===== src/rtl/alu_param_hs_if.sv =====
// alu_param_hs_if: operand request / result handshake bundle for alu_param_hs
interface alu_param_hs_if #(
    parameter int WIDTH     = 8,
    parameter int CTR_WIDTH = 10
);
    logic                 in_valid;
    logic                 in_ready;
    logic [WIDTH-1:0]     A;
    logic [WIDTH-1:0]     B;
    logic [2:0]           op;
    logic                 out_valid;
    logic                 out_ready;
    logic [WIDTH-1:0]     result;
    logic                 carry;
    logic                 zero;
    logic                 negative;
    logic                 overflow;
    logic [CTR_WIDTH-1:0] op_count;
    modport master (
        output in_valid, A, B, op, out_ready,
        input  in_ready, out_valid, result, carry, zero, negative, overflow, op_count
    );
    modport slave (
        input  in_valid, A, B, op, out_ready,
        output in_ready, out_valid, result, carry, zero, negative, overflow, op_count
    );
endinterface


===== src/rtl/alu_param_hs.sv =====
// alu_param_hs: handshaked multi-cycle ALU (IDLE/EXEC/WB/DONE), WIDTH-bit datapath,
// add/sub/logic/shift ops with carry, zero, negative, overflow and a wrapping op counter.
module alu_param_hs #(
    parameter int WIDTH     = 8,
    parameter int CTR_WIDTH = 10
) (
    input logic           clk,
    input logic           rst_n,
    alu_param_hs_if.slave bus
);
    localparam int SHW = $clog2(WIDTH);
    typedef enum logic [1:0] {IDLE, EXEC, WB, DONE} state_t;
    state_t state, state_nx;
    logic [WIDTH-1:0] a_q, b_q, res_q, res_c;
    logic [2:0]       op_q;
    logic             c_q, v_q, c_c, v_c;
    logic [SHW-1:0]   s;
    logic [WIDTH:0]   sum, diff, shl, shr;
    assign s    = b_q[SHW-1:0];
    assign sum  = {1'b0, a_q} + {1'b0, b_q};
    assign diff = {1'b0, a_q} - {1'b0, b_q};
    // Extra bit on each shift catches the last bit shifted out (0 when s == 0)
    assign shl  = {1'b0, a_q} << s;
    assign shr  = {a_q, 1'b0} >> s;
    assign bus.in_ready = (state == IDLE);
    always_comb begin
        res_c = '0;
        c_c   = 1'b0;
        v_c   = 1'b0;
        case (op_q)
            3'b000: begin
                res_c = sum[WIDTH-1:0];
                c_c   = sum[WIDTH];
                v_c   = (a_q[WIDTH-1] == b_q[WIDTH-1]) && (sum[WIDTH-1] != a_q[WIDTH-1]);
            end
            3'b001: begin
                res_c = diff[WIDTH-1:0];
                c_c   = diff[WIDTH];
                v_c   = (a_q[WIDTH-1] != b_q[WIDTH-1]) && (diff[WIDTH-1] != a_q[WIDTH-1]);
            end
            3'b010: res_c = a_q & b_q;
            3'b011: res_c = a_q | b_q;
            3'b100: res_c = a_q ^ b_q;
            3'b101: begin
                res_c = shl[WIDTH-1:0];
                c_c   = shl[WIDTH];
            end
            3'b110: begin
                res_c = shr[WIDTH:1];
                c_c   = shr[0];
            end
            default: begin
                res_c = $signed(a_q) >>> s;
                c_c   = shr[0];
            end
        endcase
    end
    always_comb begin
        state_nx = IDLE;
        case (state)
            IDLE:    state_nx = bus.in_valid ? EXEC : IDLE;
            EXEC:    state_nx = WB;
            WB:      state_nx = DONE;
            DONE:    state_nx = (bus.out_valid && bus.out_ready) ? IDLE : DONE;
            default: state_nx = IDLE;
        endcase
    end
    always_ff @(posedge clk or negedge rst_n) begin
        if (!rst_n) begin
            state        <= IDLE;
            a_q          <= '0;
            b_q          <= '0;
            op_q         <= '0;
            res_q        <= '0;
            c_q          <= 1'b0;
            v_q          <= 1'b0;
            bus.result   <= '0;
            bus.carry    <= 1'b0;
            bus.zero     <= 1'b0;
            bus.negative <= 1'b0;
            bus.overflow <= 1'b0;
            bus.out_valid <= 1'b0;
            bus.op_count <= '0;
        end else begin
            state <= state_nx;
            if (state == IDLE && bus.in_valid) begin
                a_q  <= bus.A;
                b_q  <= bus.B;
                op_q <= bus.op;
            end
            if (state == EXEC) begin
                res_q <= res_c;
                c_q   <= c_c;
                v_q   <= v_c;
            end
            if (state == WB) begin
                bus.result    <= res_q;
                bus.carry     <= c_q;
                bus.zero      <= (res_q == '0);
                bus.negative  <= res_q[WIDTH-1];
                bus.overflow  <= v_q;
                bus.out_valid <= 1'b1;
            end
            if (state == DONE && bus.out_valid && bus.out_ready) begin
                bus.out_valid <= 1'b0;
                bus.op_count  <= bus.op_count + 1'b1;
            end
        end
    end
endmodule


===== src/flat_wrapper.sv =====
// flat-port wrapper written by rule: the top's interface ports become plain ports
module alu_param_hs_flat 
#(
    parameter int WIDTH     = 8,
    parameter int CTR_WIDTH = 10
)
  (clk, rst_n, bus_in_valid, bus_A, bus_B, bus_op, bus_out_ready, bus_in_ready, bus_out_valid, bus_result, bus_carry, bus_zero, bus_negative, bus_overflow, bus_op_count);
  alu_param_hs_if #(.WIDTH(WIDTH), .CTR_WIDTH(CTR_WIDTH)) bus_i ();
  input logic clk;
  input logic rst_n;
  input wire logic [$bits(bus_i.in_valid)-1:0] bus_in_valid;
  input wire logic [$bits(bus_i.A)-1:0] bus_A;
  input wire logic [$bits(bus_i.B)-1:0] bus_B;
  input wire logic [$bits(bus_i.op)-1:0] bus_op;
  input wire logic [$bits(bus_i.out_ready)-1:0] bus_out_ready;
  output wire logic [$bits(bus_i.in_ready)-1:0] bus_in_ready;
  output wire logic [$bits(bus_i.out_valid)-1:0] bus_out_valid;
  output wire logic [$bits(bus_i.result)-1:0] bus_result;
  output wire logic [$bits(bus_i.carry)-1:0] bus_carry;
  output wire logic [$bits(bus_i.zero)-1:0] bus_zero;
  output wire logic [$bits(bus_i.negative)-1:0] bus_negative;
  output wire logic [$bits(bus_i.overflow)-1:0] bus_overflow;
  output wire logic [$bits(bus_i.op_count)-1:0] bus_op_count;
  assign bus_i.in_valid = bus_in_valid;
  assign bus_i.A = bus_A;
  assign bus_i.B = bus_B;
  assign bus_i.op = bus_op;
  assign bus_i.out_ready = bus_out_ready;
  assign bus_in_ready = bus_i.in_ready;
  assign bus_out_valid = bus_i.out_valid;
  assign bus_result = bus_i.result;
  assign bus_carry = bus_i.carry;
  assign bus_zero = bus_i.zero;
  assign bus_negative = bus_i.negative;
  assign bus_overflow = bus_i.overflow;
  assign bus_op_count = bus_i.op_count;
  alu_param_hs #(.WIDTH(WIDTH), .CTR_WIDTH(CTR_WIDTH)) u_core (.clk(clk), .rst_n(rst_n), .bus(bus_i));
endmodule

===== config.mk =====
export PLATFORM = sky130hd
export DESIGN_NAME = alu_param_hs_flat
export DESIGN_NICKNAME = d
export VERILOG_FILES = /design/src/rtl/alu_param_hs_if.sv /design/src/rtl/alu_param_hs.sv /design/src/flat_wrapper.sv
export SDC_FILE = /design/constraint.sdc
export NUM_CORES = 1
export LEC_CHECK = 0
export CAP_MARGIN = 20
export CORE_UTILIZATION = 30
export CTS_BUF_LIST = sky130_fd_sc_hd__clkbuf_16
export CTS_CLUSTER_SIZE = 14
export DETAILED_ROUTE_END_ITERATION = 16
export PLACE_DENSITY = 0.49
export SKIP_LAST_GASP = 1
export SYNTH_ARGS = -nofsm -noshare
export SYNTH_HDL_FRONTEND = slang
export SYNTH_SLANG_ARGS = --single-unit

===== constraint.sdc =====
create_clock -name clk -period 3.88 [get_ports clk]
set_input_delay 0.97 -clock clk [delete_from_list [all_inputs] [get_ports clk]]
set_output_delay 0.97 -clock clk [all_outputs]
set_load 0.02 [all_outputs]

==> results of run 1 <==
per-stage QoR:
stage                     utilization  power [µW]  area, µm²  hold WS (ns)
after floorplan                     -        3195       3970        0.4446
after global placement         0.3545        4069       4528        0.4614
after detailed placement       0.3545        4061       4528        0.4622
after CTS                      0.3661        4538       4676        0.4765
after global routing           0.3661        4910       4676        0.5094
final                          0.3661        4559       4676        0.4694
cell usage after synthesis, types with 2 or more instances:
cell type and count:
inv_1 24, and3_1 4, a21oi_1 32, xnor2_1 8, a221oi_1 5, nor3_1 9, and2_1 4, o21ai_0 40
ha_1 27, a22o_1 2, buf_4 5, or3_1 2, o211ai_1 3, nor2_1 28, o221a_2 2, o311a_1 3
a221o_1 3, fa_1 2, nand4_1 4, a211oi_1 3, dfrtp_1 53, nand2_1 52, nand3_1 4, a311oi_1 2
clkbuf_1 10, a31oi_1 6, mux4_2 8, nand2b_1 8, clkinv_1 2, nor2b_1 10, buf_2 9, nor3b_1 2
xor2_1 6, a211o_1 3, nor4_1 5, o22ai_1 6, a21o_1 2, o311ai_0 2, buf_1 3, mux2_2 14
or2_2 2, mux2i_1 3
cell type report:
type | instances | area (µm²) | area share
repair buffers | 50 | 485.5 | 0.1038
well taps | 172 | 215.2 | 0.04603
clock inverters | 3 | 22.52 | 0.004817
multi-input cells | 338 | 2400 | 0.5132
flip-flops and latches | 53 | 1326 | 0.2836
inverters | 27 | 101.3 | 0.02168
clock buffers | 5 | 125.1 | 0.02676
registers in the layout (all words and copies together), names as in the netlist:
signal and flops:
u_core.bus.op_count 10, u_core.a_q 8, u_core.b_q 8, u_core.res_q 8, u_core.bus.result 7, u_core.op_q 3, u_core.state 2, u_core.bus.carry 1
u_core.bus.negative 1, u_core.bus.out_valid 1, u_core.bus.overflow 1, u_core.bus.zero 1, u_core.c_q 1, u_core.v_q 1
placed cells by master, fill, tap and decap left out, drive strengths merged, types with 4 or more instances in the layout:
master,count
a31oi,6
a21oi,32
nand4,4
nor2,28
ha,27
nor3,9
clkbuf,5
dfrtp,53
o21ai,41
clkdlybuf4s50,45
nand3,4
a221oi,5
xnor2,8
o22ai,6
clkinv,5
and3,4
mux4,9
and2,4
inv,25
nor2b,10
xor2,6
nor4,5
nand2,52
buf,5
mux2,14
nand2b,8
worst max path at each step:
stage                              start                           to
2_1_floorplan  u_core.b_q[1]$_DFFE_PN0P_  u_core.res_q[7]$_DFFE_PN0N_
3_3_place_gp   u_core.b_q[0]$_DFFE_PN0P_  u_core.res_q[2]$_DFFE_PN0N_
3_5_place_dp   u_core.b_q[0]$_DFFE_PN0P_       u_core.c_q$_DFFE_PN0N_
4_1_cts        u_core.b_q[0]$_DFFE_PN0P_       u_core.c_q$_DFFE_PN0N_
5_1_grt        u_core.b_q[0]$_DFFE_PN0P_       u_core.c_q$_DFFE_PN0N_
6_report       u_core.b_q[0]$_DFFE_PN0P_       u_core.c_q$_DFFE_PN0N_
worst reg2reg max path, delay by kind of cell, from the launching register on:
kind,cells,cell delay (ns)
flops,1,0.89
fa+ha+maj,2,0.76
simple gates,2,0.31
compound gates,4,0.77
buf+inv,1,0.08
power by group through the flow:
| stage | Sequential [µW] | Combinational [µW] | Clock [µW] |
|---|---|---|---|
| 2_1_floorplan | 1100 | 2100 | 0 |
| 3_3_place_gp | 1230 | 2840 | 0 |
| 3_5_place_dp | 1240 | 2820 | 0 |
| 4_1_cts | 1230 | 2840 | 475 |
| 5_1_grt | 1280 | 3130 | 498 |
| 6_report | 1230 | 2870 | 460 |
per-layer routing:
metal	vias up	global-route usage
li1	1669	-
met1	1699	0.2581
met2	167	0.2734
met3	28	0.03090
met4	0	0.05907
met5	-	0
logic make-up (layout without fill, tap and decap cells):
family / Yosys count / in the layout
simple gates: 141 / 141
xor+xnor: 14 / 14
compound gates: 128 / 128
flops: 53 / 53
buf+inv: 55 / 85
mux: 26 / 26
fa+ha+maj: 29 / 29
==> run metrics, run 1 <==
status completed; Num CTS Buffers 5; VDD IR max 0.0003629 V; vias after detailed routing around 3.6k; Post-Syn Instances ~450; Yosys top cell by area dfrtp_1; # port buffers 46; Startpoint Class flip-flop; Bufs and invs on worst path 1; worst-skew pair later-pin latency roughly 0.30 ns; hold path startpoint u_core.bus.op_count[9]$_DFFE_PN0P_; arrival time at the worst endpoint 3.11 ns; syn avg cell area 8.901 µm²; sw frac 0.5037; top cells by area, synth dfrtp_1, ha_1, o21ai_0; CP Depth 9; CTS resizes 0; final setup violation count 0; sw power 2296 µW; non-filler cells, final 648; H-tree depth 2; core area 12,770 µm²; Seq/Total Area, Yosys 0.3341; Synth Area in Simple Gates 0.1724; Tot GR Track Use 0.1798; R2R Path Start u_core.b_q[0]$_DFFE_PN0P_; clock network fraction of total power 0.101; sequential fraction of design power 0.270; DR top layer met4; CP required just over 4 ns; final hold viol count 0; Max-slew headroom 0.4195; Routed WL 11.63 mm; CP max stage cell dfrtp_1; worst r2r path cells 9; YS warnings 0; DR WL/cell 17.94 µm; row cnt 41; Post CTS Setup Buffer Count 0; post-synthesis compound-gate area fraction 0.2067; Syn Std Cell Area 3970 µm²; final cycle utilization of the critical path 0.7462; Crit Path Max Fanout 23; Slew @ Worst Pin 0.8707 ns; asr flop ratio synth 1.000; CTS clk-pin slew, worst paths 0.08 ns; largest net degree at the start of global routing 29; P_leak roughly 0.0019 µW; Worst Hold Class reg2reg; Iteration-0 DRC Markers ~320; combinational family with the most area after synthesis compound AO/OA/AOI/OAI gates; CTS tree done; post-synthesis mux area share 0.09928; Die Ht between 100 and 150 µm; post-synthesis adder-cell area fraction 0.09518; Power Internal about 2300 µW; reg2reg end u_core.c_q$_DFFE_PN0N_; fmax ~350 MHz; critical path capture point type flip-flop; gr ovfl total 0; Post-synth EDFFs 0; Die W approximately 120 µm; Initial Util 0.3108; post-DP HPWL between 8 and 9 mm; Clock Skews 0.007677 ns; post-synthesis xor/xnor area fraction 0.03089; Placer Congestion 0.9028; part of the power in combinational logic 0.629; reg2reg setup slack approximately 1 ns; max-slew violation count 0; synthesis-to-layout area growth 17.77%; CP max stage delay between 0.8 and 0.9 ns; Metal-1 WL between 5 and 6 mm; Final Worst Setup Slack between 0.9 and 1 ns; wire length on met3 between 700 and 800 µm; NumNets Final about 530; RSZ-0062 raised after global routing false; DR pass1 iterations 5; share of the synthesized area in the top cell type 0.3341; hold endpoint u_core.bus.op_count[9]$_DFFE_PN0P_; Distinct cells, synth 66; number of global-route vias before repair between 3k and 4k; Synth Flop Type dfrtp_1; share of layout cells above drive strength 1 0.08824; placed cells 640; Yosys reg bits 53; CP cell instances ha_1 -> inv_1 -> fa_1 -> nor2b_1 -> o21ai_0 -> o21ai_0 -> a21oi_1 -> o221a_2 -> nor3_1; clk sinks between 50 and 60; Root Driver clkbuf_16; Placement Setup Slack around 1.0 ns; total DRC errors in the routed layout 0; Tmin final between 2 and 3 ns; most frequent CP cell o21ai_0; Hold Buf Count CTS 0; # diodes 0; CP delay by family, top flip-flops; antenna violations before repair 0; area of the die 13,700 µm²; # fillers ~1.3k; kind of critical path reg2reg; max cap viols 0; PwrDens around 1000 nW/µm²; antenna-violating nets left 0; CTS Buffer Depth 2; vias per inst 5.498; Net Count, Synth between 400 and 500; setup TNS 0 ns; WL met2 around 5.0 mm; first-pass GRT wire length roughly 19 mm; IO Pins 47; Worst Hold Path Cells 1
No activity file was read; power rests on OpenSTA's default activity.
==> run 2, diff against run 1 <==
==> constraint.sdc (replaced) <==
create_clock -name clk -period 2.8 [get_ports clk]
set_input_delay 0.7 -clock clk [delete_from_list [all_inputs] [get_ports clk]]
set_output_delay 0.7 -clock clk [all_outputs]
set_load 0.02 [all_outputs]
==> run 2 against run 1 <==
  * Critical path depth fell by 1
  * Power rose by 44%
  * Sequential share of layout area fell by 0.88 points
  * Worst setup slack got worse by 0.71 ns
  * Global-route usage rose by 0.74 points
  * Fmax rose by 15%
  * Utilization rose by 1.2 points
  * Sequential power rose by 22%
  * Register-to-register slack got worse by 0.71 ns
  * Routed wire length rose by 1.4%
  * Cell area rose by 3.2%
==> run metrics, run 2 (synthesized netlist as in run 1, its figures left out) <==
status completed (unchanged); most common cell after layout, fill and taps aside dfrtp_1 (unchanged); H-tree depth 2 (unchanged); antenna-violating nets left 0 (unchanged); placed cell area 4676 µm² (was 4528 µm²); crit path launch u_core.a_q[1]$_DFFE_PN0P_ (was u_core.b_q[0]$_DFFE_PN0P_); arrival time at the worst endpoint 2.74 ns (was 3.11 ns); worst-skew pair later-pin latency 0.32 ns (was 0.30 ns); synthesis-to-layout area growth 21.56% (was 17.77%); clk sinks 53 (unchanged); reg2reg setup slack 0.27 ns (was 0.98 ns); CTS tree done (unchanged); kind of critical path reg2reg (unchanged); Tmin final 2.527 ns (was 2.895 ns); Hold Buf Count CTS 0 (unchanged); Startpoint Class flip-flop (unchanged); core area 12,770 µm² (unchanged); Clock Skews 0.01487 ns (was 0.007677 ns); first-pass GRT wire length 19.22 mm (was 18.51 mm); Placer Congestion 0.9107 (was 0.9028); # port buffers 46 (unchanged); vias after detailed routing 3,647 (was 3,563); P_leak 0.001979 µW (was 0.001889 µW); area of the die 13,700 µm² (unchanged); Slew @ Worst Pin 0.7032 ns (was 0.8707 ns); antenna violations before repair 0 (unchanged); vias per inst 5.476 (was 5.498); Root Driver clkbuf_16 (unchanged); Largest Register u_core.bus.op_count (unchanged); final hold viol count 0 (unchanged); # diodes 0 (unchanged); max reg flops 10 (unchanged); final setup violation count 0 (unchanged); Iteration-0 DRC Markers 297 (was 321); part of the power in combinational logic 0.670 (was 0.629); Initial Util 0.3108 (unchanged); Crit Path Max Fanout 9 (was 23); Die Ht 117.0 µm (unchanged); PwrDens 1356 nW/µm² (was 975.1 nW/µm²); final cycle utilization of the critical path 0.9027 (was 0.7462); worst r2r path cells 8 (was 9); Finished Cell Area 4826 µm² (was 4676 µm²); Routed WL 11.79 mm (was 11.63 mm); critical path capture point type flip-flop (unchanged); row cnt 41 (unchanged); CTS resizes 0 (unchanged); largest net degree at the start of global routing 28 (was 29); post-DP HPWL 9.096 mm (was 8.669 mm); Num CTS Buffers 5 (unchanged); RSZ-0062 raised after global routing false (unchanged); Worst Hold Class in2async (was reg2reg); share of layout cells above drive strength 1 0.1215 (was 0.08824); sw frac 0.4959 (was 0.5037); R2R Path Start u_core.a_q[1]$_DFFE_PN0P_ (was u_core.b_q[0]$_DFFE_PN0P_); Die W 117.0 µm (unchanged); setup TNS 0 ns (unchanged); fmax 395.7 MHz (was 345.4 MHz); most frequent cells in the layout dfrtp_1, nand2_1, clkdlybuf4s50_1 (unchanged); IO Pins 47 (unchanged); total DRC errors in the routed layout 0 (unchanged); sw power 3245 µW (was 2296 µW); VDD IR max 0.0005173 V (was 0.0003629 V); CP required 3.02 ns (was 4.09 ns); clock network fraction of total power 0.100 (was 0.101); DR WL/cell 17.70 µm (was 17.94 µm); DR pass1 iterations 5 (unchanged); Tot GR Track Use 0.1872 (was 0.1798); Max-slew headroom 0.5312 (was 0.4195); CTS clk-pin slew, worst paths 0.08 ns (about the same); max cap viols 0 (unchanged); Power Internal 3299 µW (was 2263 µW); CTS Buffer Depth 2 (unchanged); sequential fraction of design power 0.229 (was 0.270); Post CTS Setup Buffer Count 0 (unchanged); NumNets Final 545 (was 527); number of global-route vias before repair 3,530 (was 3,307); gr ovfl total 0 (unchanged); max-slew violation count 0 (unchanged)
==> run 2: cell count changes in the layout (fill, tap and decap cells not counted) <==
cell	delta
clkinv_2	-1
clkinv_4	-1
inv_6	+1
buf_12	+1
clkinvlp_4	+1
buf_4	+17
==> run 2: final timing paths <==
path	end
min	u_core.bus.op_count[6]$_DFFE_PN0P_
min in group clk	u_core.bus.op_count[9]$_DFFE_PN0P_
max	u_core.v_q$_DFFE_PN0N_
max reg2reg	u_core.v_q$_DFFE_PN0N_
max in group asynchronous	u_core.v_q$_DFFE_PN0N_
min reg2reg	u_core.bus.op_count[9]$_DFFE_PN0P_
==> run 2: worst max-delay path: stages, from the launching register on <==
cell and delay (ns):
dfrtp_1 0.49, inv_1 0.18, ha_1 0.35, nor2_1 0.08, o311a_1 0.37, o311a_1 0.31
nor4_1 0.30, a221oi_1 0.13, o31ai_1 0.20
==> run 2: cell type report <==
cell class	count	area, µm²
Multi-Input combinational cell	338	2400
Inverter	27	101.3
Timing Repair Buffer	68	633.1
Clock buffer	5	125.1
Sequential cell	53	1326
Tap cell	172	215.2
Clock inverter	3	25.02
Fill cell	1289	7948
==> run 2: metrics by stage <==
step	power [µW]	utilization	hold slack, ns	worst slack [ns]	cells
3_3_place_gp	5824	0.3661	0.4620	0.3406	658
4_1_cts	6512	0.3778	0.4644	0.3115	666
3_5_place_dp	5832	0.3661	0.4681	0.3060	658
6_report	6544	0.3778	0.4328	0.2725	666
5_1_grt	7064	0.3778	0.4927	0.03995	666
2_1_floorplan	4427	-	0.4044	0.4459	446
==> run 2: layer usage <==
metal / GRT usage / up-vias / share of wire
li1: - / 1716 / -
met1: 0.2520 / 1729 / 0.46
met2: 0.2970 / 168 / 0.45
met3: 0.03811 / 34 / 0.070
met4: 0.06920 / 0 / 0.025
met5: 0 / - / 0
==> run 2: power by group through the flow <==
stage	Sequential, µW	Clock [µW]	Combinational [µW]
final	1500	657	4390
after global routing	1560	702	4800
after CTS	1500	679	4340
after detailed placement	1510	0	4320
after global placement	1500	0	4330
after floorplan	1520	0	2910
